## src/rtl/mu0_pkg.sv

```systemverilog
// rtl/mu0_pkg.sv - MU0 control encodings and state enum (ST_STEP_WAIT exists only with MU0_STEP_EN)
package mu0_pkg;

    localparam logic [3:0] OP_LDA = 4'h0;
    localparam logic [3:0] OP_STO = 4'h1;
    localparam logic [3:0] OP_ADD = 4'h2;
    localparam logic [3:0] OP_SUB = 4'h3;
    localparam logic [3:0] OP_JMP = 4'h4;
    localparam logic [3:0] OP_JGE = 4'h5;
    localparam logic [3:0] OP_JNE = 4'h6;
    localparam logic [3:0] OP_STP = 4'h7;

    localparam logic [1:0] FS_PASS_B = 2'b00;
    localparam logic [1:0] FS_ADD    = 2'b01;
    localparam logic [1:0] FS_SUB    = 2'b10;
    localparam logic [1:0] FS_INC_B  = 2'b11;

    typedef enum logic [2:0] {
        ST_RST   = 3'd0,
        ST_FETCH = 3'd1,
        ST_EXEC  = 3'd2,
        ST_HALT  = 3'd3
`ifdef MU0_STEP_EN
        ,
        ST_STEP_WAIT = 3'd4
`endif
    } state_t;

    // Opcodes whose EXEC phase waits on the memory handshake.
    function automatic logic is_mem_op(input logic [3:0] op);
        return (op == OP_LDA) || (op == OP_STO) || (op == OP_ADD) || (op == OP_SUB);
    endfunction

endpackage

```

## src/rtl/mu0_ctrl_decode.sv

```systemverilog
// rtl/mu0_ctrl_decode.sv - combinational state/opcode to datapath strobe decode
module mu0_ctrl_decode
    import mu0_pkg::*;
(
    input  state_t     state,
    input  logic [3:0] ir_op,
    input  logic       acc_n,
    input  logic       acc_z,
    input  logic       mem_rdy,
    output logic       a_sel,
    output logic       b_sel,
    output logic [1:0] alu_fs,
    output logic       acc_ce,
    output logic       pc_ce,
    output logic       ir_ce,
    output logic       pc_clr,
    output logic       acc_oe,
    output logic       mem_rq,
    output logic       mem_rnw,
    output logic       halted
);

    always_comb begin
        a_sel   = 1'b0;
        b_sel   = 1'b0;
        alu_fs  = FS_PASS_B;
        acc_ce  = 1'b0;
        pc_ce   = 1'b0;
        ir_ce   = 1'b0;
        pc_clr  = 1'b0;
        acc_oe  = 1'b0;
        mem_rq  = 1'b0;
        mem_rnw = 1'b0;
        halted  = 1'b0;

        case (state)
            ST_RST: begin
                pc_clr = 1'b1;
            end
            // Instruction read from PC while the ALU forms PC+1 on the address bus.
            ST_FETCH: begin
                mem_rq  = 1'b1;
                mem_rnw = 1'b1;
                b_sel   = 1'b1;
                alu_fs  = FS_INC_B;
                ir_ce   = mem_rdy;
                pc_ce   = mem_rdy;
            end
            ST_EXEC: begin
                case (ir_op)
                    OP_LDA, OP_ADD, OP_SUB: begin
                        a_sel   = 1'b1;
                        mem_rq  = 1'b1;
                        mem_rnw = 1'b1;
                        acc_ce  = mem_rdy;
                        alu_fs  = (ir_op == OP_LDA) ? FS_PASS_B :
                                  (ir_op == OP_ADD) ? FS_ADD : FS_SUB;
                    end
                    OP_STO: begin
                        a_sel  = 1'b1;
                        mem_rq = 1'b1;
                        acc_oe = 1'b1;
                    end
                    // Jumps route IR[11:0] through the ALU into PC.
                    OP_JMP, OP_JGE, OP_JNE: begin
                        a_sel  = 1'b1;
                        b_sel  = 1'b1;
                        pc_ce  = (ir_op == OP_JMP) ? 1'b1 :
                                 (ir_op == OP_JGE) ? ~acc_n : ~acc_z;
                    end
                    default: begin
                    end
                endcase
            end
            ST_HALT: begin
                halted = 1'b1;
            end
            default: begin
            end
        endcase
    end

endmodule

```

## src/rtl/mu0_control.sv

```systemverilog
// rtl/mu0_control.sv - MU0 fetch/execute sequencer; MU0_STEP_EN adds single-step via step
module mu0_control
    import mu0_pkg::*;
(
    input  logic       clk,
    input  logic       rst_n,
    input  logic [3:0] ir_op,
    input  logic       acc_n,
    input  logic       acc_z,
    input  logic       mem_rdy,
`ifdef MU0_STEP_EN
    input  logic       step,
`endif
    output logic       a_sel,
    output logic       b_sel,
    output logic [1:0] alu_fs,
    output logic       acc_ce,
    output logic       pc_ce,
    output logic       ir_ce,
    output logic       pc_clr,
    output logic       acc_oe,
    output logic       mem_rq,
    output logic       mem_rnw,
    output logic       halted
);

`ifdef MU0_STEP_EN
    localparam state_t ST_NEXT_INSTR = ST_STEP_WAIT;
`else
    localparam state_t ST_NEXT_INSTR = ST_FETCH;
`endif

    state_t state;
    state_t next_state;

    always_ff @(posedge clk or negedge rst_n) begin
        if (!rst_n) begin
            state <= ST_RST;
        end else begin
            state <= next_state;
        end
    end

    always_comb begin
        next_state = state;
        case (state)
            ST_RST:   next_state = ST_NEXT_INSTR;
            ST_FETCH: if (mem_rdy) next_state = ST_EXEC;
            ST_EXEC: begin
                if (ir_op == OP_STP) begin
                    next_state = ST_HALT;
                end else if (!is_mem_op(ir_op) || mem_rdy) begin
                    next_state = ST_NEXT_INSTR;
                end
            end
            ST_HALT:  next_state = ST_HALT;
`ifdef MU0_STEP_EN
            ST_STEP_WAIT: if (step) next_state = ST_FETCH;
`endif
            default:  next_state = ST_RST;
        endcase
    end

    mu0_ctrl_decode u_decode (
        .state   (state),
        .ir_op   (ir_op),
        .acc_n   (acc_n),
        .acc_z   (acc_z),
        .mem_rdy (mem_rdy),
        .a_sel   (a_sel),
        .b_sel   (b_sel),
        .alu_fs  (alu_fs),
        .acc_ce  (acc_ce),
        .pc_ce   (pc_ce),
        .ir_ce   (ir_ce),
        .pc_clr  (pc_clr),
        .acc_oe  (acc_oe),
        .mem_rq  (mem_rq),
        .mem_rnw (mem_rnw),
        .halted  (halted)
    );

endmodule
```

## config.mk

```make
export PLATFORM = sky130hd
export DESIGN_NAME = mu0_control
export DESIGN_NICKNAME = d
export VERILOG_FILES = /design/src/rtl/mu0_pkg.sv /design/src/rtl/mu0_ctrl_decode.sv /design/src/rtl/mu0_control.sv
export SDC_FILE = /design/constraint.sdc
export NUM_CORES = 1
export LEC_CHECK = 0
export CAP_MARGIN = 20
export CORE_AREA = 2 2 39 41
export CTS_BUF_LIST = sky130_fd_sc_hd__clkbuf_4
export CTS_CLUSTER_DIAMETER = 30
export DETAILED_ROUTE_END_ITERATION = 7
export DIE_AREA = 0 0 41 43
export HOLD_SLACK_MARGIN = 0.08
export PLACE_DENSITY = 0.53
export SLEW_MARGIN = 10
export SYNTH_ARGS = -nofsm -noshare
export SYNTH_HDL_FRONTEND = slang
export SYNTH_SLANG_ARGS = --single-unit
```

## constraint.sdc

```tcl
create_clock -name clk -period 1.95 [get_ports clk]
set_input_delay 0.39 -clock clk [delete_from_list [all_inputs] [get_ports clk]]
set_output_delay 0.39 -clock clk [all_outputs]
set_load 0.005 [all_outputs]
```

==> After elaboration in Yosys (flattened, before gate mapping) <==
Cells that the tools add are included.
{ "word_totals": {"n_memories": 0, "ff_bits": 3, "ramBits": 0, "latch_bits": 0, "romBits": 0, "out_inout_bits": 12, "input_bits": 9} }
{ "classes": {"mul": 0, "order_cmp": 0, "reduce_logical": 12, "n_mux": 27, "n_eq_ne": 12, "n_bitwise": 2, "n_div": 0, "n_addsub": 0, "n_shift": 0} }
{ "op_table": {"columns": ["operator", "n"], "rows": [
  ["$eq 4x3->1 const B", 4],
  ["$mux 1", 15],
  ["$pmux 3 s4", 1],
  ["$mux 3", 3],
  ["$eq 4x2->1 const B", 2],
  ["$pmux 1 s2", 4],
  ["$reduce_or 7->1", 1],
  ["$eq 3x2->1 const B", 2],
  ["$mux 2", 3],
  ["$reduce_or 3->1", 2],
  ["$eq 4x1->1 const B", 1],
  ["$logic_not 4->1", 1],
  ["$logic_or 1x1->1", 4],
  ["$pmux 2 s2", 1],
  ["$reduce_or 4->1", 1],
  ["$eq 3x1->1 const B", 1],
  ["$logic_not 3->1", 1],
  ["$ne 3x3->1 const B", 1],
  ["$ne 2x2->1 const B", 1],
  ["$not 1->1", 2],
  ["$reduce_and 2->1", 1],
  ["$logic_not 1->1", 1]
]} }

==> Logic depth before layout (Yosys ltp) <==
{ "depth": {"ltp_word": 9, "mapped_depth": 5, "ltp_nobuf": 5} }

==> Cells and area by module <==
Synthesis repeated with hierarchy kept, for this count alone.
{ "hier_totals": {"cells_unflattened": 38, "hier_area_um2": 289.0} }
{ "modules_own_cells": {"columns": ["mod", "instances", "area_each_um2", "cells_per_inst"], "rows": [
  ["mu0_ctrl_decode", 1, 187.7, 28],
  ["mu0_control", 1, 101.3, 10]
]} }

==> Worst setup path after synthesis <==
OpenSTA, ideal clock, no wires.
{ "synth_timing": {"path_type": "register to output", "from": "register state[0]", "to": "output port alu_fs[0]", "stages_incl_launch_ff": 6, "t_arrival_ns": 1.314, "required_time_ns": 1.560, "setup_slack_ns": 0.246, "path_cell_list": "dfrtp_1 -> inv_1 -> ha_1 -> or3b_4 -> nor3_1 -> o21a_1"} }
{ "synth_between": {"elab_chain_cells": 2, "word_cells_on_any_way": 3, "cone_classes": "eq/ne (2); mux (1)"} }
{ "synth_lines": {"columns": ["item", "line_no", "text"], "rows": [
  ["start: declaration", "mu0_control.sv:33", "state_t state;"],
  ["start signal: assignment", "mu0_control.sv:40", "state <= next_state;"],
  ["$eq 3x2->1 or $eq 3x1->1 (tied branches)", "mu0_ctrl_decode.sv:36", "case (state)"],
  ["$pmux 2 s2 *", "mu0_ctrl_decode.sv:36", null],
  ["end: declaration", "mu0_control.sv:16", "output logic [1:0] alu_fs,"]
]} }
Every way passes the cells marked *; elsewhere a longest branch is shown, timed or not.

==> Worst setup path after layout <==
{ "layout_timing": {"from": "register state[0]", "to": "output port acc_ce"} }
{ "layout_between": {"elab_chain_cells": 2} }
{ "layout_lines": {"columns": ["item", "line_no", "text"], "rows": [
  ["$eq 3x2->1", "mu0_ctrl_decode.sv:36", null],
  ["$mux 1", "mu0_ctrl_decode.sv:36", null],
  ["end: declaration", "mu0_control.sv:17", "output logic acc_ce,"]
]} }
Every way passes these cells.

==> results <==
[cell families after synthesis]
group                    Yosys count  share of synthesized area, %
AO/OA/AOI/OAI                     13                          33.7
AND/OR/NAND/NOR                   11                          21.7
adder cells (fa/ha/maj)            5                          20.1
buffers and inverters              4                          5.22
flip-flops                         2                          16.1
multiplexers                       1                          3.21
[stage by stage]
step	hold WS, ns	utilization [%]	setup TNS [ns]
after floorplan	0.0944	-	0
after global placement	0.562	46.7	-3.62
after detailed placement	0.563	46.7	-3.67
after CTS	0.320	52.8	-0.595
after global routing	0.320	53.3	-0.887
final	0.329	53.3	-0.396
[power breakdown]
group,internal (uW),switching (uW),total (uW)
sequential,63.1,15.6,78.8
combinational,395,268,664
clock,67.8,22.6,90.4
[final cells by class]
type                    count  area, sq um  area share, %
repair buffers             40          317           42.9
multi-input cells          30          315           42.7
flip-flops and latches      2         50.0           6.78
clock buffers               3         22.5           3.05
well taps                  16         20.0           2.71
inverters                   3         13.8           1.86
[how the worst min path moves through the flow]
stage / from / to / depth (start not counted)
4_1_cts: rst_n / state[1]$_DFFE_PN0P_ / 1
5_1_grt: rst_n / state[1]$_DFFE_PN0P_ / 1
2_1_floorplan: rst_n / state[0]$_DFFE_PN0P_ / 0
3_3_place_gp: rst_n / state[1]$_DFFE_PN0P_ / 1
6_report: rst_n / state[1]$_DFFE_PN0P_ / 1
3_5_place_dp: rst_n / state[1]$_DFFE_PN0P_ / 1
[synthesized netlist by cell type]
master	instances
a21oi_1	2
o32a_2	1
nor3b_1	1
mux2i_1	1
inv_1	3
nand2_1	1
dfrtp_1	2
nor2_1	2
clkbuf_2	1
o21ba_2	1
and3_1	1
o22ai_2	1
or3b_4	1
a21oi_2	1
nor3_1	1
or2_2	1
nand3b_1	1
o21a_1	6
ha_1	5
and2_1	2
o21bai_1	1
[layer usage]
layer / GRT usage [%] / part of all wire [%] / vias up
met5: 0 / 0 / -
met4: 12.0 / 0 / 0
met3: 4.71 / 7.5 / 0
met2: 26.9 / 55 / 18
met1: 15.8 / 37 / 199
li1: - / - / 216
[worst reg2reg max path, cell delays in order (launching register included)]
cell and delay, ns:
dfrtp_1 0.39, ha_4 0.17, buf_4 0.12, nand3b_1 0.09, buf_4 0.12, buf_4 0.09
o22ai_2 0.06, o32a_2 0.32
[what timing repair did]
item	CTS	global route
pin swaps	10	7
setup buffers	6	1
setup endpoints to repair	10	9
gates cloned	0	0
gates resized for setup	53	8
==> results.py <==
metrics = {
    "outcome": {
        "status": "finished, violations left",
        "violations": "negative setup slack",
    },
    "cts": {
        "clockBufferDepth": 2,
        "cts_buffers": 3,
        "path_clk_slew_ns": 0.03,
        "cts_tree": "built",
        "cts-hold-fix-buffers": 0,
        "cts-htree-levels": 1,
        "root_buffer": "clkbuf_4",
        "cts_sinks": 2,
        "clk_latency_ns": 0.22,
    },
    "power": {
        "power_uw": 833,
        "max-vdd-ir-drop_mv": 0.655,
        "power_density_nw_per_um2": 1130,
        "p_leak_uw": 0.000365,
    },
    "layout": {
        "diodes": 0,
        "top_regs": "state: 2 flops",
        "area_growth_pct": 137,
        "final_common_cell": "buf_4",
        "layout.cells.non_filler": 94,
        "final_area_sq_um": 738,
        "largest_register_ffs": 2,
        "nNetsFinal": 94,
        "final_cell_mix": "buf_4 (17), buf_2 (8), o21a_1 (6), clkdlybuf4s50_1 (6), dlygate4sd2_1 (5)",
        "fillCellCount": 144,
        "drive_above_1_share_pct": 60.3,
        "largest-register": "state",
    },
    "timing": {
        "fin_skew_ns": 0.00146,
        "worstMarginPinSlew_ns": 0.292,
        "hold_violations": 0,
        "timing.slew.headroom_pct": 80.5,
        "setup_slack_ns": -0.114,
        "rsz0062_at_grt": "true",
        "slew_viol_final": 0,
        "timing.fmax_ghz": 0.485,
        "finalCriticalPeriod_ns": 2.06,
        "setup_viol": 4,
        "fin_crit_sh_pct": 106,
    },
    "hold_path": {
        "timing.hold.worst.class": "input port to async pin",
    },
    "drt": {
        "drt_iter0_markers": 2,
        "viasPerCell": 4.61,
        "firstDrtPassIters": 3,
        "drc": 0,
        "wl_per_cell_um": 12.0,
        "ant_nets": 0,
        "num_vias": 433,
        "drt-total-wl_um": 1130,
    },
    "floorplan": {
        "core_area_sq_um": 1380,
        "die_h_um": 43,
        "fp.dieW_um": 41,
        "io-pin-count": 21,
        "dieArea_sq_um": 1760,
        "rows": 14,
        "initial_utilization_pct": 22.5,
    },
    "setup_path": {
        "crit_type": "flop to output pin",
        "r2r_slack_ns": 0.45,
        "cp.depth": 7,
        "required_ns": 1.56,
        "critical_path.max_stage_delay_ns": 0.41,
        "start_kind": "flop",
        "path_cells": "inv_2 > ha_4 > or3b_4 > buf_6 > a21oi_2 > and2_1 > buf_2",
        "crit_family": "simple AND/OR/NAND/NOR gates",
        "rr_endpoint": "state[1]$_DFFE_PN0P_",
        "arrival_ns": 1.67,
        "path_buf_inv": 3,
        "critPathSlowestCell": "or3b_4",
        "endpoint": "acc_ce",
        "r2r-start": "state[1]$_DFFE_PN0P_",
        "reg2regPathDepth": 7,
        "startpoint": "state[0]$_DFFE_PN0P_",
        "path_max_fanout": 4,
        "endpoint_kind": "output pin",
    },
    "placement": {
        "gp_congestion": 0.646,
        "post-place-ws_ns": -0.487,
        "placedCellCount": 87,
        "portBuffers": 20,
        "hpwl_um": 783,
        "placed_area_sq_um": 647,
    },
    "synthesis": {
        "synth.avg_cell_area_sq_um": 8.65,
        "synth.largest_area_cell": "ha_1",
        "yosysSeqAreaShare_pct": 16.1,
        "synth-seq-cells": 2,
        "synth_cell_types": 21,
        "synth.top_cell.area_share_pct": 20.1,
        "synth_cells": 36,
        "synth_top_cells_by_area": "ha_1 (20%), dfrtp_1 (16%), o21a_1 (14%)",
        "synth_nets": 50,
        "netlist_area_sq_um": 312,
        "yosys_warnings": 0,
    },
    "global_routing": {
        "antenna_found_initial": 0,
        "grt_overflow": 0,
        "grt_pass1_wl_um": 1910,
        "grt_pass1_vias": 482,
        "grt_usage_pct": 16.3,
        "grt_max_degree": 7,
    },
    "job": {
        "maxCapViolCount": 0,
    },
}
(Power assumes the default switching activity.)
